## config.mk

```make
export PLATFORM = sky130hd
export DESIGN_NAME = wptr_full_ctrl
export DESIGN_NICKNAME = d
export VERILOG_FILES = /design/src/rtl/wptr_full_ctrl.sv
export SDC_FILE = /design/constraint.sdc
export NUM_CORES = 1
export LEC_CHECK = 0
export ABC_AREA = 1
export CAP_MARGIN = 20
export CORE_MARGIN = 5
export CORE_UTILIZATION = 43
export DETAILED_ROUTE_END_ITERATION = 8
export GPL_ROUTABILITY_DRIVEN = 0
export PLACE_DENSITY = 0.69
export SLEW_MARGIN = 20
export SYNTH_ARGS = -nofsm -noshare
export SYNTH_HDL_FRONTEND = slang
export SYNTH_SLANG_ARGS = --single-unit
```

## constraint.sdc

```tcl
create_clock -name wclk -period 1.9 [get_ports wclk]
set_input_delay 0.19 -clock wclk [delete_from_list [all_inputs] [get_ports wclk]]
set_output_delay 0.19 -clock wclk [all_outputs]
set_load 0.01 [all_outputs]
```

## src/rtl/wptr_full_ctrl.sv

```systemverilog
// Write-side pointer and full/almost-full/overflow flag controller.
// Optional registered fill level on wlevel when WPTR_FULL_WLEVEL_EN is defined.
module wptr_full_ctrl #(
   parameter int ADDRSIZE   = 4,
   parameter int AWFULLSIZE = 1
) (
   input  logic                wclk,
   input  logic                wrst,
   input  logic                winc,
   input  logic [ADDRSIZE:0]   wq2_rptr,
   output logic                wfull,
   output logic                awfull,
   output logic                woverflow,
   output logic [ADDRSIZE-1:0] waddr,
   output logic [ADDRSIZE:0]   wptr
`ifdef WPTR_FULL_WLEVEL_EN
   ,
   output logic [ADDRSIZE:0]   wlevel
`endif
);

   localparam int DEPTH = 1 << ADDRSIZE;
   localparam logic [ADDRSIZE:0] AF_TH =
      (ADDRSIZE+1)'(DEPTH - AWFULLSIZE);

   logic [ADDRSIZE:0] r_wbin;
   logic [ADDRSIZE:0] r_wptr;
   logic              r_wfull;
   logic              r_awfull;
   logic              r_wovf;

   logic              w_we;
   logic [ADDRSIZE:0] w_wbin_next;
   logic [ADDRSIZE:0] w_wgray_next;
   logic [ADDRSIZE:0] w_rbin;
   logic [ADDRSIZE:0] w_level_next;
   logic [ADDRSIZE:0] w_full_cmp;
   logic              w_full_next;
   logic              w_afull_next;

   assign w_we         = winc & ~r_wfull;
   assign w_wbin_next  = r_wbin + {{ADDRSIZE{1'b0}}, w_we};
   assign w_wgray_next = (w_wbin_next >> 1) ^ w_wbin_next;

   // Gray-to-binary of the synchronized read pointer: bit i is XOR of bits i..MSB
   always_comb begin
      w_rbin = '0;
      for (int i = 0; i <= ADDRSIZE; i++) begin
         w_rbin[i] = ^(wq2_rptr >> i);
      end
   end

   assign w_level_next = w_wbin_next - w_rbin;

   // Full when next Gray write pointer equals read pointer with top two bits inverted
   assign w_full_cmp   = {~wq2_rptr[ADDRSIZE:ADDRSIZE-1],
                          wq2_rptr[ADDRSIZE-2:0]};
   assign w_full_next  = (w_wgray_next == w_full_cmp);
   assign w_afull_next = (w_level_next >= AF_TH) | w_full_next;

   // Pointer and flag registers; overflow is sticky until reset
   always_ff @(posedge wclk or posedge wrst) begin
      if (wrst) begin
         r_wbin   <= '0;
         r_wptr   <= '0;
         r_wfull  <= 1'b0;
         r_awfull <= 1'b0;
         r_wovf   <= 1'b0;
      end else begin
         r_wbin   <= w_wbin_next;
         r_wptr   <= w_wgray_next;
         r_wfull  <= w_full_next;
         r_awfull <= w_afull_next;
         r_wovf   <= r_wovf | (winc & r_wfull);
      end
   end

`ifdef WPTR_FULL_WLEVEL_EN
   logic [ADDRSIZE:0] r_wlevel;

   // Registered fill level seen from the write side
   always_ff @(posedge wclk or posedge wrst) begin
      if (wrst) begin
         r_wlevel <= '0;
      end else begin
         r_wlevel <= w_level_next;
      end
   end

   assign wlevel = r_wlevel;
`endif

   assign waddr     = r_wbin[ADDRSIZE-1:0];
   assign wptr      = r_wptr;
   assign wfull     = r_wfull;
   assign awfull    = r_awfull;
   assign woverflow = r_wovf;

endmodule
```

==> flow_metrics.env, run 1 <==
export IMPL_rrSetupSlack_ps=-100
export IMPL_rsz_0062_raised_after_global_routing="true"
export IMPL_hold_buf_count_cts=0
export IMPL_postLayoutCoreUtil_pct=75.1
export IMPL_yosysMostFrequentCell="sky130_fd_sc_hd__nand2_1"
export IMPL_numCtsBuffers=3
export IMPL_violations="setup timing"
export IMPL_area_growth_pct=71.7
export IMPL_first_pass_iters=2
export IMPL_yosysSeqAreaShare_pct=35.7
export IMPL_cpPeakStageDelay_ps=490
export IMPL_sequential_cell_area_sq_um=300
export IMPL_place_detailed_hpwl_microns=1720
export IMPL_internal_power_uw=1580
export IMPL_clk_pin_slew_ps=70
export IMPL_multi_input_comb_area_sq_um=588
export IMPL_worstSetupEndpointType="flip-flop"
export IMPL_starting_density_of_the_core_pct=43.7
export IMPL_critical_path_slowest_cell="sky130_fd_sc_hd__fa_1"
export IMPL_core_area_sq_um=1920
export IMPL_synth_top_area_share_pct=35.7
export IMPL_synthesis_nets=124
export IMPL_finalPower_uw=2710
export IMPL_arrival_ps=2200
export IMPL_final_layout_size_suffix_gt1_share_pct=42.0
export IMPL_drc=0
export IMPL_totalNegativeSetupSlack_ps=-106
export IMPL_gr_usage_all_layers_pct=16.8
export IMPL_route_detailed_wl_per_inst_microns=11.6
export IMPL_top_usage_layer="met2"
export IMPL_final_hold_viol_count=0
export IMPL_period_needed_ps=2000
export IMPL_postRouteWirelength_microns=2180
export IMPL_rows=16
export IMPL_synth_cell_types=19
export IMPL_crit_path_cell_trace="ha_2 -> ha_4 -> inv_4 -> fa_1 -> a211oi_2 -> o21a_1 -> nand3_2 -> nand3_2"
export IMPL_power_static_leakage_uw=0.000753
export IMPL_regToRegStartpoint="r_wbin[0]"
export IMPL_maxClockFrequency_ghz=0.499
export IMPL_num_antenna_cells=0
export IMPL_power_ir_vdd_worst_mv=1.12
export IMPL_synth_yosys_warnings=0
export IMPL_grt_util_met2_pct=30.5
export IMPL_setup_violations_final=2
export IMPL_asyncSetResetFlopFracSynth_pct=100
export IMPL_finalWorstSetupSlack_ps=-105
export IMPL_grt_use_met3_pct=1.63
export IMPL_n_fill_cell=151
export IMPL_floorplan_die_area_sq_um=2940
export IMPL_worstRegToRegCells=8
export IMPL_yosysTopAreaCell="sky130_fd_sc_hd__dfrtp_1"
export IMPL_r2r_end="awfull"
export IMPL_globalRouteOverflowTotal=0
export IMPL_via_per_inst=4.60
export IMPL_pwr_density_cell_nw_per_um2=1880
export IMPL_fin_nets=179
export IMPL_slew_limit_headroom_pct=69.9
export IMPL_max_cap_violations=0
export IMPL_synth_top_cells_by_area="sky130_fd_sc_hd__dfrtp_1 (36%), sky130_fd_sc_hd__nand2_1 (16%), sky130_fd_sc_hd__nand3_1 (10%)"
export IMPL_synth_flop_cell="sky130_fd_sc_hd__dfrtp_1"
export IMPL_fin_area_sq_um=1440
export IMPL_route_antenna_remaining_nets=0
export IMPL_switching_share_pct=41.5
export IMPL_grt_pass1_vias=894
export IMPL_status="complete, but fails checks"
export IMPL_total_switching_power_uw=1120
export IMPL_tritoncts="done"
export IMPL_cp_required_ps=2100
export IMPL_cts_root_buf="sky130_fd_sc_hd__clkbuf_4"
export IMPL_synth_enable_flop_cells=0
export IMPL_dr_first_iter_drc_count=10
export IMPL_fp_dieW_microns=54.2
export IMPL_first_pass_grt_wire_length_microns=3640
export IMPL_power_frac_seq_pct=17.9
export IMPL_pwr_share_clk_pct=5.4
export IMPL_critical_path_class="flip-flop to flip-flop"
export IMPL_cts_sink_count=12
export IMPL_dr_total_vias=869
export IMPL_cts_htree_levels=1
export IMPL_antenna_found_initial=0
export IMPL_syn_cell_area_sq_um=841
export IMPL_flop_and_latch_count_out_of_synthesis=12
export IMPL_period_share_pct=106
export IMPL_power_combinational_fraction_pct=76.7
export IMPL_grt_max_degree=13
export IMPL_worst_clock_skew_ps=2.75
export IMPL_critical_path_top_cell_by_count="sky130_fd_sc_hd__nand3_2"
export IMPL_global_route_usage_met1_pct=19.7
export IMPL_deepest_clock_path_buffer_count=2
export IMPL_clk_insertion_delay_late_ps=260
export IMPL_syn_mean_instance_area_sq_um=7.71
export IMPL_num_io_pins=20
export IMPL_dpl_cell_area_sq_um=1310
export IMPL_gate_count_post_synth=109
export IMPL_tightest_slew_ps=450
export IMPL_numPortBuffers=19
export IMPL_hold_path_class="input port to asynchronous set/reset pin"
export IMPL_synth_common_cells="sky130_fd_sc_hd__nand2_1 (35), sky130_fd_sc_hd__inv_1 (18), sky130_fd_sc_hd__nand3_1 (17)"
export IMPL_startpoint_type_of_the_worst_setup_path="flip-flop"
export IMPL_die_height_microns=54.2
export IMPL_crit_fanout=4
export IMPL_timing_max_transition_violations_final=0
[per-layer routing]
| layer | wire (microns) | vias up | part of all wire [%] |
|---|---|---|---|
| met3 | 51 | 2 | 2.3 |
| li1 | - | 451 | - |
| met1 | 931 | 402 | 43 |
| met2 | 1170 | 14 | 54 |
| met4 | 27 | 0 | 1.2 |
| met5 | 0 | - | 0 |
[cells by family (layout without fill, tap and decap cells)]
logic type,count (synthesis),after routing,share of synthesized area (%)
adder cells (fa/ha/maj),7,7,11.3
AO/OA/AOI/OAI,5,5,3.87
XOR/XNOR,5,5,6.99
flip-flops,12,12,35.7
buffers and inverters,19,72,9.37
AND/OR/NAND/NOR,61,61,32.7
[cell type report]
class / count / share of cell area, %
Multi-Input combinational cell: 78 / 40.7
Timing Repair Buffer: 51 / 29.4
Inverter: 18 / 5.20
Tap cell: 27 / 2.34
Sequential cell: 12 / 20.8
Clock buffer: 3 / 1.56
[layout by cell type (no fill, tap or decap), types with 3 or more instances in the layout]
| master | Yosys | final |
|---|---|---|
| sky130_fd_sc_hd__buf_4 | 0 | 30 |
| sky130_fd_sc_hd__nand2_1 | 35 | 27 |
| sky130_fd_sc_hd__nand3_1 | 17 | 14 |
| sky130_fd_sc_hd__clkdlybuf4s50_1 | 0 | 14 |
| sky130_fd_sc_hd__inv_1 | 18 | 12 |
| sky130_fd_sc_hd__dfrtp_1 | 12 | 12 |
| sky130_fd_sc_hd__nand2_2 | 1 | 8 |
| sky130_fd_sc_hd__nand3_2 | 2 | 4 |
| sky130_fd_sc_hd__inv_4 | 0 | 3 |
| sky130_fd_sc_hd__inv_2 | 0 | 3 |
| sky130_fd_sc_hd__nand4_1 | 3 | 3 |
| sky130_fd_sc_hd__ha_4 | 0 | 3 |
| sky130_fd_sc_hd__clkbuf_4 | 0 | 3 |
[worst max path at each step]
stage	cells after the start	end	slack, ps	start
2_1_floorplan	9	awfull	-50	wfull
3_3_place_gp	12	awfull	-680	wq2_rptr[3]
3_5_place_dp	12	awfull	-750	wq2_rptr[3]
4_1_cts	9	awfull	-60	wfull
5_1_grt	10	awfull	-190	wfull
6_report	8	awfull	-100	r_wbin[0]
[through the flow]
step	hold WS [ps]	worst slack, ps	instances
2_1_floorplan	54.7	-45.4	109
3_3_place_gp	443	-676	181
3_5_place_dp	443	-750	181
4_1_cts	255	-59.0	186
5_1_grt	285	-189	189
6_report	238	-105	189
[power by group through the flow]
stage                     Combinational [uW]  Sequential [uW]  Clock [uW]
after detailed placement                1780              491           0
after CTS                               1920              485         149
after global placement                  1720              482           0
final                                   2080              485         146
after global routing                    2270              508         160
after floorplan                          884              523           0
[flip-flops by register name, summed over array words and instances, names as in the netlist]
register   flops
r_wbin         5
awfull         1
wfull          1
woverflow      1
wptr           4
[critical path, delay by kind of cell (launching register included)]
kind / cells / cell delay [ps]
AOI/OAI and AO/OA: 2 / 390
adders and majority gates: 3 / 1010
buffers and inverters: 1 / 40
DFF: 1 / 380
and+or+nand+nor: 2 / 130
[repair_timing]
item / CTS / global route
endpoints found under the setup margin: 2 / 2
endpoints found under the hold margin: 0 / 0
buffers inserted: 2 / 3
gates cloned: 0 / 0
gates resized for setup: 18 / 15
pin swaps: 14 / 19
Power figures use the tool's default switching activity.
==> inputs of run 2 (changes only) <==
--- a/config.mk
+++ b/config.mk
@@ -8,10 +8,11 @@
 export ABC_AREA = 1
 export CAP_MARGIN = 20
 export CORE_MARGIN = 5
-export CORE_UTILIZATION = 43
+export CORE_UTILIZATION = 54
 export DETAILED_ROUTE_END_ITERATION = 8
+export DONT_BUFFER_PORTS = 1
 export GPL_ROUTABILITY_DRIVEN = 0
-export PLACE_DENSITY = 0.69
+export PLACE_DENSITY = 0.68
 export SLEW_MARGIN = 20
 export SYNTH_ARGS = -nofsm -noshare
 export SYNTH_HDL_FRONTEND = slang
==> flow_metrics.env, run 2 (synthesis gave the netlist of run 1 again) <==
export IMPL_setup_violations_final=1
export IMPL_num_io_pins=20
export IMPL_startpoint_type_of_the_worst_setup_path="flip-flop"
export IMPL_clk_pin_slew_ps=70
export IMPL_maxClockFrequency_ghz=0.518
export IMPL_hold_worst_slack_ps=61.7
export IMPL_core_area_sq_um=1490
export IMPL_critical_path_top_delay_family="adder cells"
export IMPL_totalNegativeSetupSlack_ps=-31.4
export IMPL_dr_total_vias=829
export IMPL_detailedPlace_worstSlack_ps=-105
export IMPL_most_common_layout_cells="sky130_fd_sc_hd__nand2_1 (26), sky130_fd_sc_hd__buf_4 (24), sky130_fd_sc_hd__inv_1 (12), sky130_fd_sc_hd__nand3_1 (12), sky130_fd_sc_hd__dfrtp_1 (12)"
export IMPL_multi_input_comb_area_sq_um=611
export IMPL_power_static_leakage_uw=0.000648
export IMPL_numCtsBuffers=3
export IMPL_fin_cells=155
export IMPL_crit_path_cell_trace="ha_2 -> ha_4 -> inv_4 -> fa_2 -> inv_2 -> nand3_2 -> nand2_1 -> nand2_1 -> nand2_1 -> nand3_2"
export IMPL_n_fill_cell=86
export IMPL_cts_root_buf="sky130_fd_sc_hd__clkbuf_4"
export IMPL_worstSetupEndpointType="flip-flop"
export IMPL_cts_htree_levels=1
export IMPL_regMostFlops="r_wbin"
export IMPL_max_cap_violations=0
export IMPL_pwr_density_cell_nw_per_um2=2060
export IMPL_first_pass_iters=4
export IMPL_arrival_ps=2080
export IMPL_power_ir_vdd_worst_mv=1.28
export IMPL_num_antenna_cells=0
export IMPL_rows=14
export IMPL_path_buf_inv=2
export IMPL_finalPower_uw=2580
export IMPL_hold_path_class="input port to flip-flop"
export IMPL_deepest_clock_path_buffer_count=2
export IMPL_final_common_cell="sky130_fd_sc_hd__nand2_1"
export IMPL_cp_required_ps=2050
export IMPL_tightest_slew_ps=434
export IMPL_gr_usage_all_layers_pct=17.4
export IMPL_route_antenna_remaining_nets=0
export IMPL_route_detailed_wl_per_inst_microns=13.9
export IMPL_worst_clock_skew_ps=1.37
export IMPL_top_usage_layer="met2"
export IMPL_cts_sink_count=12
export IMPL_postRouteWirelength_microns=2150
export IMPL_status="complete, but fails checks"
export IMPL_final_layout_size_suffix_gt1_share_pct=48.9
export IMPL_critical_path_class="flip-flop to flip-flop"
export IMPL_drc=0
export IMPL_timing_max_transition_violations_final=0
export IMPL_largest_reg_flops=5
export IMPL_grt_util_met2_pct=29.0
export IMPL_via_per_inst=5.35
export IMPL_fin_nets=156
export IMPL_post_place_cells=144
export IMPL_dr_first_iter_drc_count=19
export IMPL_numPortBuffers=0
export IMPL_grt_max_degree=13
export IMPL_sequential_cell_area_sq_um=300
export IMPL_period_share_pct=102
export IMPL_place_detailed_hpwl_microns=1550
export IMPL_tritoncts="done"
export IMPL_final_hold_viol_count=0
export IMPL_area_growth_pct=49.0
export IMPL_crit_fanout=3
export IMPL_grt_pass1_vias=797
export IMPL_antenna_found_initial=0
export IMPL_clk_insertion_delay_late_ps=260
export IMPL_first_pass_grt_wire_length_microns=3370
export IMPL_fp_dieW_microns=49.5
export IMPL_finalWorstSetupSlack_ps=-31.4
export IMPL_floorplan_die_area_sq_um=2450
export IMPL_slew_limit_headroom_pct=71.0
export IMPL_globalRouteOverflowTotal=0
export IMPL_cpPeakStageDelay_ps=380
export IMPL_grt_use_met3_pct=3.01
export IMPL_starting_density_of_the_core_pct=56.5
export IMPL_critical_path_slowest_cell="sky130_fd_sc_hd__dfrtp_1"
export IMPL_rsz_0062_raised_after_global_routing="true"
export IMPL_global_route_usage_met1_pct=20.9
export IMPL_violations="setup timing"
export IMPL_die_height_microns=49.5
export IMPL_critical_path_top_cell_by_count="sky130_fd_sc_hd__nand2_1"
export IMPL_period_needed_ps=1930
[run 2: per-stage QoR]
stage | area, sq um | util, %
3_5_place_dp | 1050 | 70.4
4_1_cts | 1150 | 77.1
5_1_grt | 1250 | 84.1
6_report | 1250 | 84.1
3_3_place_gp | 1050 | 70.4
2_1_floorplan | 890 | -
[run 2: timing repair]
action                                  in CTS  in global routing
setup buffers                                3                  4
cloned                                       0                  0
endpoints found under the setup margin       1                  2
hold endpoints to repair                    12                  0
hold buffers                                 1                  0
gates resized for setup                      8                 18
pin swaps                                    7                 16
[run 2: worst paths after layout]
| kind | cells after the start | start | slack (ps) | end |
|---|---|---|---|---|
| max | 10 | r_wbin[0] | -30 | awfull |
| max reg2reg | 10 | r_wbin[0] | -30 | awfull |
| max in group asynchronous | 2 | wrst | 1230 | r_wbin[3] |
| min reg2reg | 1 | woverflow | 550 | woverflow |
| min | 1 | winc | 60 | woverflow |
| min in group asynchronous | 2 | wrst | 370 | wptr[1] |
[run 2: routing by layer]
metal	share of wire (%)	vias up	routed length, microns
li1	-	412	-
met1	41	381	875
met4	2.5	0	54
met2	50	30	1080
met3	6.4	6	137
met5	0	-	0
[run 2: power breakdown]
| part | internal (uW) | total, uW | switching (uW) |
|---|---|---|---|
| registers | 388 | 538 | 150 |
| logic | 963 | 1900 | 940 |
| clock network | 73.0 | 144 | 71.0 |
| total | 1420 | 2580 | 1160 |
[run 2: area by class of cell]
cell class / instances / area share (%)
multi-input cells: 78 / 48.8
flip-flops and latches: 12 / 24.0
repair buffers: 28 / 17.9
inverters: 18 / 5.99
clock buffers: 3 / 1.80
well taps: 16 / 1.60
[run 2: worst register-to-register path: stages (launching register included)]
cell and delay (ps):
sky130_fd_sc_hd__dfrtp_1 380, sky130_fd_sc_hd__ha_2 220, sky130_fd_sc_hd__ha_4 310, sky130_fd_sc_hd__inv_4 50, sky130_fd_sc_hd__fa_2 370, sky130_fd_sc_hd__inv_2 90
sky130_fd_sc_hd__nand3_2 90, sky130_fd_sc_hd__nand2_1 100, sky130_fd_sc_hd__nand2_1 70, sky130_fd_sc_hd__nand2_1 80, sky130_fd_sc_hd__nand3_2 70
==> RTL edit: new RTL, settings of run 1 <==
`ADDRSIZE`: 4 -> 6.
--- a/src/rtl/wptr_full_ctrl.sv
+++ b/src/rtl/wptr_full_ctrl.sv
@@ -1,7 +1,7 @@
 // Write-side pointer and full/almost-full/overflow flag controller.
 // Optional registered fill level on wlevel when WPTR_FULL_WLEVEL_EN is defined.
 module wptr_full_ctrl #(
-   parameter int ADDRSIZE   = 4,
+   parameter int ADDRSIZE   = 6,
    parameter int AWFULLSIZE = 1
 ) (
    input  logic                wclk,
Ports: changed (resized waddr, wptr and wq2_rptr); port bits go from 20 to 26. No check against the original RTL was run, so the function may have changed too.
==> RTL edit against run 1 <==
  * The run still ends with negative setup slack left
  * Die area is 45% higher
  * Non-clock buffer count is 21 higher
  * Total power is 33% higher
  * Final cell count is 53% higher
  * Cell area is 46% higher
  * Worst hold slack better by 20 ps
  * Synthesized area is 57% higher
  * Routed wire length is 60% higher
  * Sequential cell count is 4 higher
  * Worst setup slack worse by 150 ps
  * Maximum frequency is 6.8% lower
  * Critical path depth is 4 higher
  * First-iteration DRC count is 60% higher
  * Synthesized cell count is 66% higher
  * Highest routed layer unchanged
==> RTL edit: results <==
group,metric,value,unit
layout,largest_reg_flops,7,
global_route,grt_pass1_wl,5900,um
clock_network,clkTransAtPathRegs,90,ps
sta,layout_setup_ws,-252,ps
worst_setup_path,arrival,2330,ps
placement,io_buffers,25,
clock_network,clk_latency,290,ps
worst_setup_path,ff2ff_path_depth,12,
placement,dp_cells,272,
route,first_iter_violations,16,
run_status,violations,"negative setup slack",
layout,drive_above_1_share,0.375,
placement,dp_hpwl,2720,um
power_and_ir_drop,peakVddDrop,0.794,mV
sta,clock_skew,8.78,ps
synth,syn-instance-count,181,
placement,pre_cts_slack,-806,ps
synth,synth.distinct_cells,25,
route,wirelength,3500,um
sta,setup_violations,2,
route,drt_first_pass_iters,4,
route,avgViaCountPerCell,4.75,
synth,ys_seq_area_frac,0.304,
run_status,status,"finished with violations",
synth,synth_nets,199,
worst_setup_path,cp_max_fo,3,
synth,synth_common_cells,"nand2_1 (56), inv_1 (30), dfrtp_1 (16), nand3_1 (16), nor2_1 (9)",
global_route,first_global_vias,1406,
RTL edit: cell types whose count changed after synthesis, sizes merged, moves of 2 or more:
cell           run 1  this run
nand3b             0         2
nand2             36        68
xor2               4         8
nor2               3        11
dfrtp             12        16
nand3             19        22
nand4              3         1
inv               18        35
o21ai              0         2
RTL edit: worst max-delay path, stage by stage (launching register included):
cell and delay, ps:
dfrtp_1 390, nor2_1 100, ha_2 220, nand4_1 200, nor2_1 150, nand2_1 70
nand2_2 110, ha_4 220, a21oi_2 140, a21boi_4 220, a21oi_2 70, nor2_1 90
o21ai_1 70
RTL edit: timing repair:
action / 4_1_cts / 5_1_grt
pin swaps: 15 / 7
resized for setup: 13 / 7
buffers inserted: 13 / 1
setup endpoints to repair: 2 / 2
RTL edit: cell families (layout without fill, tap and decap cells):
kind of cell	count (synthesis)	count (layout)	share of synthesized area
buffers and inverters	35	110	0.0998
adder cells (fa/ha/maj)	8	8	0.0817
AND/OR/NAND/NOR	104	104	0.403
XOR/XNOR	10	10	0.0723
flip-flops	16	16	0.304
AO/OA/AOI/OAI	8	8	0.0390
RTL edit: per-stage QoR:
step	TNS [ps]	utilization
final	-410	0.701
after global routing	-662	0.701
after CTS	-329	0.690
after detailed placement	-1860	0.643
after global placement	-1580	0.643
after floorplan	-147	-
RTL edit: power by group:
part           switching, W  internal (W)  leakage (nW)  total [W]
combinational       0.00141       0.00141         0.928    0.00281
clock              0.000104     0.0000736        0.0138   0.000177
sequential         0.000112      0.000510         0.192   0.000622
RTL edit: area by class of cell:
| class | count | area (sq um) |
|---|---|---|
| clock buffers | 3 | 22.5 |
| fillers | 241 | 897 |
| multi-input cells | 130 | 917 |
| flip-flops and latches | 16 | 400 |
| repair buffers | 72 | 593 |
| inverters | 35 | 131 |
| well taps | 33 | 41.3 |
RTL edit: per-layer routing:
layer  part of all wire  track usage  up-vias  wire, um
met5                  0            0        -         0
met4              0.038        0.101        0       132
met3              0.019       0.0103       10        65
met2               0.54        0.334       24      1880
met1               0.41        0.192      635      1430
li1                   -            -      704         -
RTL edit: worst paths after layout:
path                                 from   endpoint  slack, ps
worst min-delay path                 wrst    wptr[5]        260
min in group wclk                    winc  woverflow        280
worst max register to register      wfull     awfull       -250
max in group asynchronous            wrst  woverflow       1240
worst min register to register  woverflow  woverflow        500
worst max-delay path                wfull     awfull       -250
